<file path="src/rtl/stopwatch_counter.sv">
// stopwatch_counter: MM:SS BCD elapsed-time counter (00:00 .. 59:59) driven by
// the gated 1 Hz level from the run/pause stage. A rising edge of pulse_in is
// one tick. WRAP selects wrap-around (with a one-cycle wrap pulse) or
// saturation at 59:59.
// Optional feature macro: STOPWATCH_SEVSEG_EN adds a multiplexed four-digit
// active-low seven-segment driver (seg/an ports and a SCAN_BITS scan counter).
module stopwatch_counter #(
  parameter int WRAP      = 1,
  parameter int SCAN_BITS = 16
) (
  input  logic       clk,
  input  logic       rst,
  input  logic       pulse_in,
  input  logic       clear,
  output logic [3:0] sec_ones,
  output logic [2:0] sec_tens,
  output logic [3:0] min_ones,
  output logic [2:0] min_tens,
  output logic       wrap,
  output logic       at_max
`ifdef STOPWATCH_SEVSEG_EN
  ,
  output logic [6:0] seg,
  output logic [3:0] an
`endif
);

  logic       pulse_q;
  logic       tick;
  logic [3:0] so_q, so_d;
  logic [2:0] st_q, st_d;
  logic [3:0] mo_q, mo_d;
  logic [2:0] mt_q, mt_d;
  logic       wrap_q, wrap_d;

  assign tick   = pulse_in & ~pulse_q;
  assign at_max = (mt_q == 3'd5) && (mo_q == 4'd9) && (st_q == 3'd5) && (so_q == 4'd9);

  // Next-state: clear beats tick; BCD ripple with wrap or saturate at 59:59.
  always_comb begin
    so_d   = so_q;
    st_d   = st_q;
    mo_d   = mo_q;
    mt_d   = mt_q;
    wrap_d = 1'b0;
    if (clear) begin
      so_d = 4'd0;
      st_d = 3'd0;
      mo_d = 4'd0;
      mt_d = 3'd0;
    end else if (tick) begin
      if (at_max) begin
        // Saturating build simply keeps 59:59 and drops the tick.
        if (WRAP != 0) begin
          so_d   = 4'd0;
          st_d   = 3'd0;
          mo_d   = 4'd0;
          mt_d   = 3'd0;
          wrap_d = 1'b1;
        end
      end else if (so_q != 4'd9) begin
        so_d = so_q + 4'd1;
      end else begin
        so_d = 4'd0;
        if (st_q != 3'd5) begin
          st_d = st_q + 3'd1;
        end else begin
          st_d = 3'd0;
          if (mo_q != 4'd9) begin
            mo_d = mo_q + 4'd1;
          end else begin
            // min_tens < 5 here, otherwise at_max would have been taken.
            mo_d = 4'd0;
            mt_d = mt_q + 3'd1;
          end
        end
      end
    end
  end

  // Digit, wrap and edge-detect registers; pulse history updates even during clear.
  always_ff @(posedge clk or negedge rst) begin
    if (!rst) begin
      pulse_q <= 1'b0;
      so_q    <= 4'd0;
      st_q    <= 3'd0;
      mo_q    <= 4'd0;
      mt_q    <= 3'd0;
      wrap_q  <= 1'b0;
    end else begin
      pulse_q <= pulse_in;
      so_q    <= so_d;
      st_q    <= st_d;
      mo_q    <= mo_d;
      mt_q    <= mt_d;
      wrap_q  <= wrap_d;
    end
  end

  assign sec_ones = so_q;
  assign sec_tens = st_q;
  assign min_ones = mo_q;
  assign min_tens = mt_q;
  assign wrap     = wrap_q;

`ifdef STOPWATCH_SEVSEG_EN
  logic [SCAN_BITS-1:0] scan_q;
  logic [3:0]           digit_sel;
  logic [3:0]           an_d;
  logic [6:0]           seg_q;
  logic [3:0]           an_q;

  // Active-low segment pattern, bit order g..a.
  function automatic logic [6:0] seg_decode(input logic [3:0] d);
    case (d)
      4'd0:    seg_decode = 7'b1000000;
      4'd1:    seg_decode = 7'b1111001;
      4'd2:    seg_decode = 7'b0100100;
      4'd3:    seg_decode = 7'b0110000;
      4'd4:    seg_decode = 7'b0011001;
      4'd5:    seg_decode = 7'b0010010;
      4'd6:    seg_decode = 7'b0000010;
      4'd7:    seg_decode = 7'b1111000;
      4'd8:    seg_decode = 7'b0000000;
      4'd9:    seg_decode = 7'b0010000;
      default: seg_decode = 7'b1111111;
    endcase
  endfunction

  // Digit select from the top two scan-counter bits.
  always_comb begin
    digit_sel = so_q;
    an_d      = 4'b1110;
    case (scan_q[SCAN_BITS-1 -: 2])
      2'b00: begin digit_sel = so_q;         an_d = 4'b1110; end
      2'b01: begin digit_sel = {1'b0, st_q}; an_d = 4'b1101; end
      2'b10: begin digit_sel = mo_q;         an_d = 4'b1011; end
      default: begin digit_sel = {1'b0, mt_q}; an_d = 4'b0111; end
    endcase
  end

  // Free-running scan counter and registered display outputs; clear has no effect here.
  always_ff @(posedge clk or negedge rst) begin
    if (!rst) begin
      scan_q <= '0;
      seg_q  <= 7'b1000000;
      an_q   <= 4'b1110;
    end else begin
      scan_q <= scan_q + 1'b1;
      seg_q  <= seg_decode(digit_sel);
      an_q   <= an_d;
    end
  end

  assign seg = seg_q;
  assign an  = an_q;
`endif

endmodule

</file>
<file path="config.mk">
export PLATFORM = sky130hd
export DESIGN_NAME = stopwatch_counter
export DESIGN_NICKNAME = d
export VERILOG_FILES = /design/src/rtl/stopwatch_counter.sv
export SDC_FILE = /design/constraint.sdc
export NUM_CORES = 1
export LEC_CHECK = 0
export BUFFER_PORTS_ARGS = -buffer_cell sky130_fd_sc_hd__buf_2
export CAP_MARGIN = 40
export CORE_MARGIN = 2
export CORE_UTILIZATION = 55
export DETAILED_ROUTE_END_ITERATION = 6
export GPL_ROUTABILITY_DRIVEN = 0
export PLACE_DENSITY = 0.8
export SLEW_MARGIN = 20
export SYNTH_ARGS = -nofsm -noshare
export SYNTH_HDL_FRONTEND = slang
export SYNTH_SLANG_ARGS = --single-unit
</file>
<file path="constraint.sdc">
create_clock -name clk -period 3.4 [get_ports clk]
set_input_delay 0.51 -clock clk [delete_from_list [all_inputs] [get_ports clk]]
set_output_delay 0.51 -clock clk [all_outputs]
set_load 0.03 [all_outputs]
</file>
==> Yosys cells after proc, flatten, opt, wreduce, memory -nomap -nowiden <==
Cells that the tools add are included.
{ "op_classes": {"addsub": 4, "n_mul": 0, "n_div": 0, "magnitude_cmp": 0, "n_eq_ne": 10, "shifts": 0, "muxes": 24, "bitwise_logic": 2, "n_reduce_logical": 7} }
{ "op_table": {"columns": ["op", "n"], "rows": [
  ["$mux 4", 10],
  ["$mux 3", 11],
  ["$ne 3x3->1 const B", 4],
  ["$add 4x1->4 const B", 2],
  ["$eq 4x4->1 const B", 2],
  ["$ne 4x4->1 const B", 2],
  ["$add 3x1->3 const B", 2],
  ["$eq 3x3->1 const B", 2],
  ["$reduce_and 4->1", 1],
  ["$logic_and 1x1->1", 3],
  ["$mux 1", 3],
  ["$reduce_and 3->1", 1],
  ["$reduce_and 2->1", 1],
  ["$reduce_bool 2->1", 1],
  ["$and 1x1->1", 1],
  ["$not 1->1", 1]
]} }
{ "totals": {"reg_bits": 16, "latchBits": 0, "ramBits": 0, "romBits": 0, "inputBits": 4, "word_cells": 53, "n_memories": 0} }

==> Logic depth before layout (Yosys ltp) <==
Gate-level depths: netlist of the first run.
{ "depth": {"word_depth": 7, "ltp_mapped": 6, "depth_no_buf": 5} }

==> Worst setup path before layout of the first run <==
No wires, ideal clock.
{ "synth_path": {"kind": "flip-flop to output port", "from": "register mo_q[0], in the netlist min_ones[0]", "to": "output port at_max", "arrival_ns": 1.546, "slack_ns": 1.344, "stages_incl_launch_ff": 4, "cell_sequence": "dfrtp_1 > ha_1 > nand3b_1 > nor4_4"} }
{ "synth_between": {"elab_chain_cells": 4} }
{ "synth_lines": {"columns": ["item", "line", "source"], "rows": [
  ["start, declared", "32", "logic [3:0] mo_q, mo_d;"],
  ["start signal, assigned", "94", "mo_q <= mo_d;"],
  ["$eq 4x4->1", "37", "assign at_max = (mt_q == 3'd5) && (mo_q == 4'd9) && (st_q == 3'd5) && (so_q == 4'd9);"],
  ["$logic_and 1x1->1 (3 in series)", "37", null],
  ["end, declared", "20", "output logic at_max"]
]} }
Every way passes these cells.

==> Final worst setup path of the first run <==
{ "layout_path": {"from": "register mo_q[1], in the netlist min_ones[1]", "to": "output port at_max"} }
The elaborated chain is that of the path after synthesis.

==> flow_summary.json, run 1 <==
{
  "rsz0062_at_grt": "no",
  "diodes": 0,
  "combPwrFrac_pct": 6.9,
  "drt-total-wl_um": 2120,
  "route.detailed.drc": 0,
  "startpoint_type": "flop",
  "crit_buf_inv": 2,
  "drtPass1Iterations": 4,
  "postSynthAreaPerCell_sq_um": 9.72,
  "grt_max_degree": 20,
  "antenna_found_initial": 0,
  "cp_max_fo": 5,
  "multi_input_area_sq_um": 562,
  "ff_latch_area_sq_um": 400,
  "most-common-layout-cells": "buf_2 (19), dfrtp_1 (16), a21oi_1 (8)",
  "swShare_pct": 23.9,
  "cts_tree": "done",
  "seqPwrFrac_pct": 61.8,
  "end_kind": "output pin",
  "grt_use_total_pct": 23.7,
  "met3_length_um": 63,
  "fin_nets": 133,
  "synth_area_sq_mm": 0.00100,
  "cpLargestDelayFamily": "simple AND/OR/NAND/NOR gates",
  "power_frac_clock_pct": 31.3,
  "placement.io_buffers": 19,
  "reg2reg_to": "wrap",
  "arrival_ns": 1.89,
  "p_switching_w": 0.0000750,
  "met2_length_um": 1080,
  "final_area_sq_mm": 0.00113,
  "place_area_sq_mm": 0.00111,
  "htreeDepth": 1,
  "die_x_um": 46.7,
  "status": "completed",
  "die_h_um": 46.7,
  "worstSetupPathType": "reg -> out",
  "yosysTopAreaCellShare_pct": 40.0,
  "cts.path.max_buffers": 2,
  "timing.slew.headroom_pct": 62.9,
  "leakage_nw": 0.557,
  "globalRouteOverflowTotal": 0,
  "rows": 15,
  "post_cts_resized": 0,
  "area_growth_pct": 13.3,
  "dieArea_sq_mm": 0.00218,
  "ir_drop_mv": 0.247,
  "core-area_sq_mm": 0.00173,
  "wl_per_cell_um": 14.5,
  "synth_top_area_cell": "dfrtp_1",
  "finalSetupViolCount": 0,
  "ctsHoldBuffers": 0,
  "dp_hpwl_um": 1530,
  "drive_above_1_share_pct": 23.1,
  "cts_buffers": 3,
  "yosys-top-cells-area": "dfrtp_1 (40%), ha_1 (7.5%), a21oi_1 (4.0%), nand2b_1 (3.8%), nand4_1 (3.8%)",
  "rrSetupSlack_ns": 1.71,
  "n_fill_cell": 155,
  "hold_viol": 0,
  "tightest_slew_ns": 0.557,
  "period_needed_ns": 2.40,
  "final_common_cell": "buf_2",
  "clkSinkCount": 16,
  "max_freq_mhz": 416,
  "clk_latency_ns": 0.29,
  "max_cap_violations": 0,
  "fin_worst_skew_ns": 0.00502,
  "synth-seq-cells": 16,
  "slew_violations": 0,
  "ant_nets": 0,
  "postCtsSetupRepairBufs": 0,
  "reg2reg_depth": 5,
  "yosysUniqueCellTypes": 37,
  "syn_nets": 113,
  "num_vias": 869,
  "fin_crit_sh_pct": 70.7,
  "top_layer": "met4",
  "drt-met1-wl_um": 951,
  "crit_slowest_cell": "dfrtp_1",
  "stdcell_count": 146,
  "finalPower_w": 0.000314,
  "yosys_warnings": 0,
  "cp_cell_sequence": "inv_1 > ha_1 > nand3b_1 > nor4_4 > buf_2",
  "dp_cells": 143,
  "synthArstFlopShare_pct": 100,
  "slowest_delay_ns": 0.43,
  "synth-edff-count": 0,
  "cp.required_ns": 2.89,
  "synth-seq-area-share_pct": 40.0,
  "synthCells": 103,
  "cts-root-buf": "clkbuf_4",
  "rr_startpoint": "min_ones[1]",
  "p_int_w": 0.000239,
  "via_per_inst": 5.95,
  "hp-class": "in -> async",
  "ioPinCount": 20,
  "synth_top_flop_cell": "dfrtp_1",
  "finish.utilization_pct": 65.7,
  "p_per_area_mw_per_mm2": 277,
  "initialDrtViolationCount": 22,
  "grt_pass1_vias": 814,
  "fin_setup_tns_ns": 0,
  "start_util_pct": 58.0,
  "grt_pass1_wl_um": 3620,
  "clk_pin_slew_ns": 0.09
}
stage by stage:
step,setup slack (ns),hold WS (ns)
after global routing,0.893,0.147
after global placement,1.43,0.439
after detailed placement,1.33,0.443
final,0.995,0.118
after CTS,1.01,0.132
after floorplan,1.34,0.214
state kept, by name (all words and copies together) (netlist names):
signal,cells
sec_tens,3
wrap,1
sec_ones,4
min_ones,4
min_tens,3
pulse_q,1
power by group through the flow:
stage / logic (W) / registers, W / clock network [W]
2_1_floorplan: 0.0000106 / 0.000200 / 0
4_1_cts: 0.0000220 / 0.000194 / 0.0000996
3_5_place_dp: 0.0000219 / 0.000198 / 0
6_report: 0.0000216 / 0.000194 / 0.0000984
5_1_grt: 0.0000250 / 0.000194 / 0.000107
3_3_place_gp: 0.0000212 / 0.000198 / 0
worst reg2reg max path, delay by kind of cell, from the launching register on:
kind	cells	cell delay, ns
AND/OR/NAND/NOR	3	0.88
buffers and inverters	1	0.09
adder cells (fa/ha/maj)	1	0.20
flip-flops	1	0.43
metal layers:
layer	global-route usage [%]	vias to the layer above
li1	-	421
met1	30.3	423
met2	38.9	22
met3	2.75	3
met4	12.2	0
met5	0	-
Yosys cell counts, drive strengths merged (2+ instances only):
cell type	count
o21ai	2
nand2b	6
inv	6
clkbuf	2
ha	6
and4b	2
a21oi	8
nand3b	3
nand2	5
o221ai	3
dfrtp	16
nand4	6
nor3	2
and3b	2
buf	2
nor2	5
nand3	4
or3	3
nor2b	4
o31ai	4
cells by family after synthesis:
logic type	count (synthesis)	synth area share, %
flip-flops	16	40.0
AO/OA/AOI/OAI	21	13.8
adder cells (fa/ha/maj)	6	7.50
multiplexers	1	1.12
buffers and inverters	10	3.87
AND/OR/NAND/NOR	49	33.8
final cells by class:
class,count,area share (%)
repair buffers,19,8.39
flip-flops and latches,16,35.3
well taps,25,2.76
inverters,6,1.99
multi-input cells,77,49.6
clock buffers,3,1.99
worst max-delay path by stage:
stage                           start  endpoint  cells past startpoint
after floorplan           min_ones[0]    at_max                      3
after global placement    min_ones[1]    at_max                      5
after detailed placement  min_ones[1]    at_max                      5
after CTS                 min_ones[1]    at_max                      5
after global routing      min_ones[1]    at_max                      5
final                     min_ones[1]    at_max                      5
(Power assumes the default switching activity.)
==> inputs of run 2 (changes only) <==
--- a/config.mk
+++ b/config.mk
@@ -8,10 +8,10 @@
 export BUFFER_PORTS_ARGS = -buffer_cell sky130_fd_sc_hd__buf_2
 export CAP_MARGIN = 40
 export CORE_MARGIN = 2
-export CORE_UTILIZATION = 55
+export CORE_UTILIZATION = 53
 export DETAILED_ROUTE_END_ITERATION = 6
 export GPL_ROUTABILITY_DRIVEN = 0
-export PLACE_DENSITY = 0.8
+export PLACE_DENSITY = 0.77
 export SLEW_MARGIN = 20
 export SYNTH_ARGS = -nofsm -noshare
 export SYNTH_HDL_FRONTEND = slang
==> constraint.sdc (replaced) <==
create_clock -name clk -period 2.3 [get_ports clk]
set_input_delay 0.345 -clock clk [delete_from_list [all_inputs] [get_ports clk]]
set_output_delay 0.345 -clock clk [all_outputs]
set_load 0.03 [all_outputs]
==> run 2 against run 1 <==
  * Clock power grew 87%
  * Largest power group unchanged
  * Highest routed layer unchanged
  * Critical endpoint unchanged
  * Largest cell class unchanged
  * Combinational power grew 56%
  * Worst setup slack lost 0.93 ns
==> flow_summary.json, run 2 (same netlist as run 1, synthesis figures left out) <==
{
  "ant_nets": 0,
  "antenna_found_initial": 0,
  "die_h_um": 47.5,
  "wl_per_cell_um": 14.5,
  "rrSetupSlack_ns": 0.54,
  "rows": 15,
  "cts_tree": "done",
  "grt_max_degree": 20,
  "drive_above_1_share_pct": 26.0,
  "p_per_area_mw_per_mm2": 424,
  "rr_startpoint": "min_ones[1]",
  "period_needed_ns": 2.23,
  "initialDrtViolationCount": 13,
  "fin_crit_sh_pct": 97.1,
  "placement.io_buffers": 19,
  "place_area_sq_mm": 0.00111,
  "max_cap_violations": 0,
  "drtPass1Iterations": 4,
  "final_area_sq_mm": 0.00119,
  "cts.path.max_buffers": 2,
  "globalRouteOverflowTotal": 0,
  "final_common_cell": "buf_2",
  "timing.slew.headroom_pct": 62.9,
  "num_vias": 890,
  "fin_worst_skew_ns": 0.00232,
  "dp_hpwl_um": 1500,
  "cp_max_fo": 5,
  "arrival_ns": 1.89,
  "drt-total-wl_um": 2210,
  "area_growth_pct": 18.9,
  "core-area_sq_mm": 0.00175,
  "hp-class": "in -> reg",
  "ioPinCount": 20,
  "slew_violations": 0,
  "end_kind": "output pin",
  "cp.required_ns": 1.96,
  "leakage_nw": 0.587,
  "grt_pass1_vias": 787,
  "fin_setup_tns_ns": 0,
  "startpoint_type": "flop",
  "grt_use_total_pct": 21.6,
  "most-common-layout-cells": "buf_2 (18), dfrtp_1 (16), a21oi_1 (8)",
  "status": "completed",
  "ir_drop_mv": 0.305,
  "route.detailed.drc": 0,
  "die_x_um": 47.5,
  "worstSetupPathType": "reg -> out",
  "finalSetupViolCount": 0,
  "grt_pass1_wl_um": 3420,
  "cts-root-buf": "clkbuf_4",
  "tightest_slew_ns": 0.557,
  "diodes": 0,
  "clk_latency_ns": 0.28,
  "crit_path_start": "min_ones[1]",
  "via_per_inst": 5.86,
  "met3_usage_pct": 3.40,
  "max_freq_mhz": 448,
  "htreeDepth": 1,
  "cts_buffers": 3,
  "clkSinkCount": 16,
  "dieArea_sq_mm": 0.00225,
  "met1_usage_pct": 28.6,
  "hold_viol": 0,
  "start_util_pct": 57.3,
  "gr-usage-met2_pct": 34.9,
  "gr-max-usage-layer": "met2",
  "fin_nets": 138,
  "clk_pin_slew_ns": 0.09,
  "min_from": "pulse_in"
}
run 2: area by class of cell:
type | instances | area, sq um
clock buffers | 4 | 36.3
fillers | 155 | 556
inverters | 6 | 22.5
multi-input cells | 77 | 562
flip-flops and latches | 16 | 400
well taps | 25 | 31.3
repair buffers | 24 | 138
run 2: path summary, 6_finish.rpt:
check | to | cells after the start
setup / recovery | at_max | 5
hold / removal | pulse_q | 1
setup reg to reg | wrap | 6
hold reg to reg | sec_ones[1] | 2
max in group asynchronous | pulse_q | 2
min in group asynchronous | wrap | 2
run 2: through the flow:
stage               power [W]  worst slack (ns)  util (%)  instances  hold WS, ns
detailed placement   0.000325             0.429      63.7        143        0.280
floorplan            0.000311             0.398         -        103       0.0494
global placement     0.000324             0.479      63.7        143        0.275
finish               0.000505            0.0664      68.2        152        0.204
global route         0.000529           -0.0473      68.2        152        0.187
CTS                  0.000511             0.105      66.3        148        0.197
run 2: layer usage:
| metal | part of all wire [%] | vias up |
|---|---|---|
| met5 | 0 | - |
| met4 | 0.68 | 0 |
| met2 | 49 | 25 |
| li1 | - | 438 |
| met1 | 46 | 425 |
| met3 | 3.7 | 2 |
run 2: critical path: stages (launching register included):
cell and delay (ns):
dfrtp_1 0.43, inv_1 0.09, ha_1 0.21, nand3b_1 0.20, nor4_4 0.41, clkbuf_4 0.27
run 2: what timing repair did:
action                     in CTS  in global routing
hold buffers                    1                  0
setup endpoints to repair       0                  1
resized for setup               0                  1
hold endpoints to repair       16                  0
buffers inserted                0                  4
run 2: power by group:
part,internal [W],switching [W],leakage (nW),total (W)
registers,0.000284,0.00000323,0.221,0.000287
clock network,0.0000962,0.0000882,0.0210,0.000184
logic,0.00000991,0.0000238,0.345,0.0000337
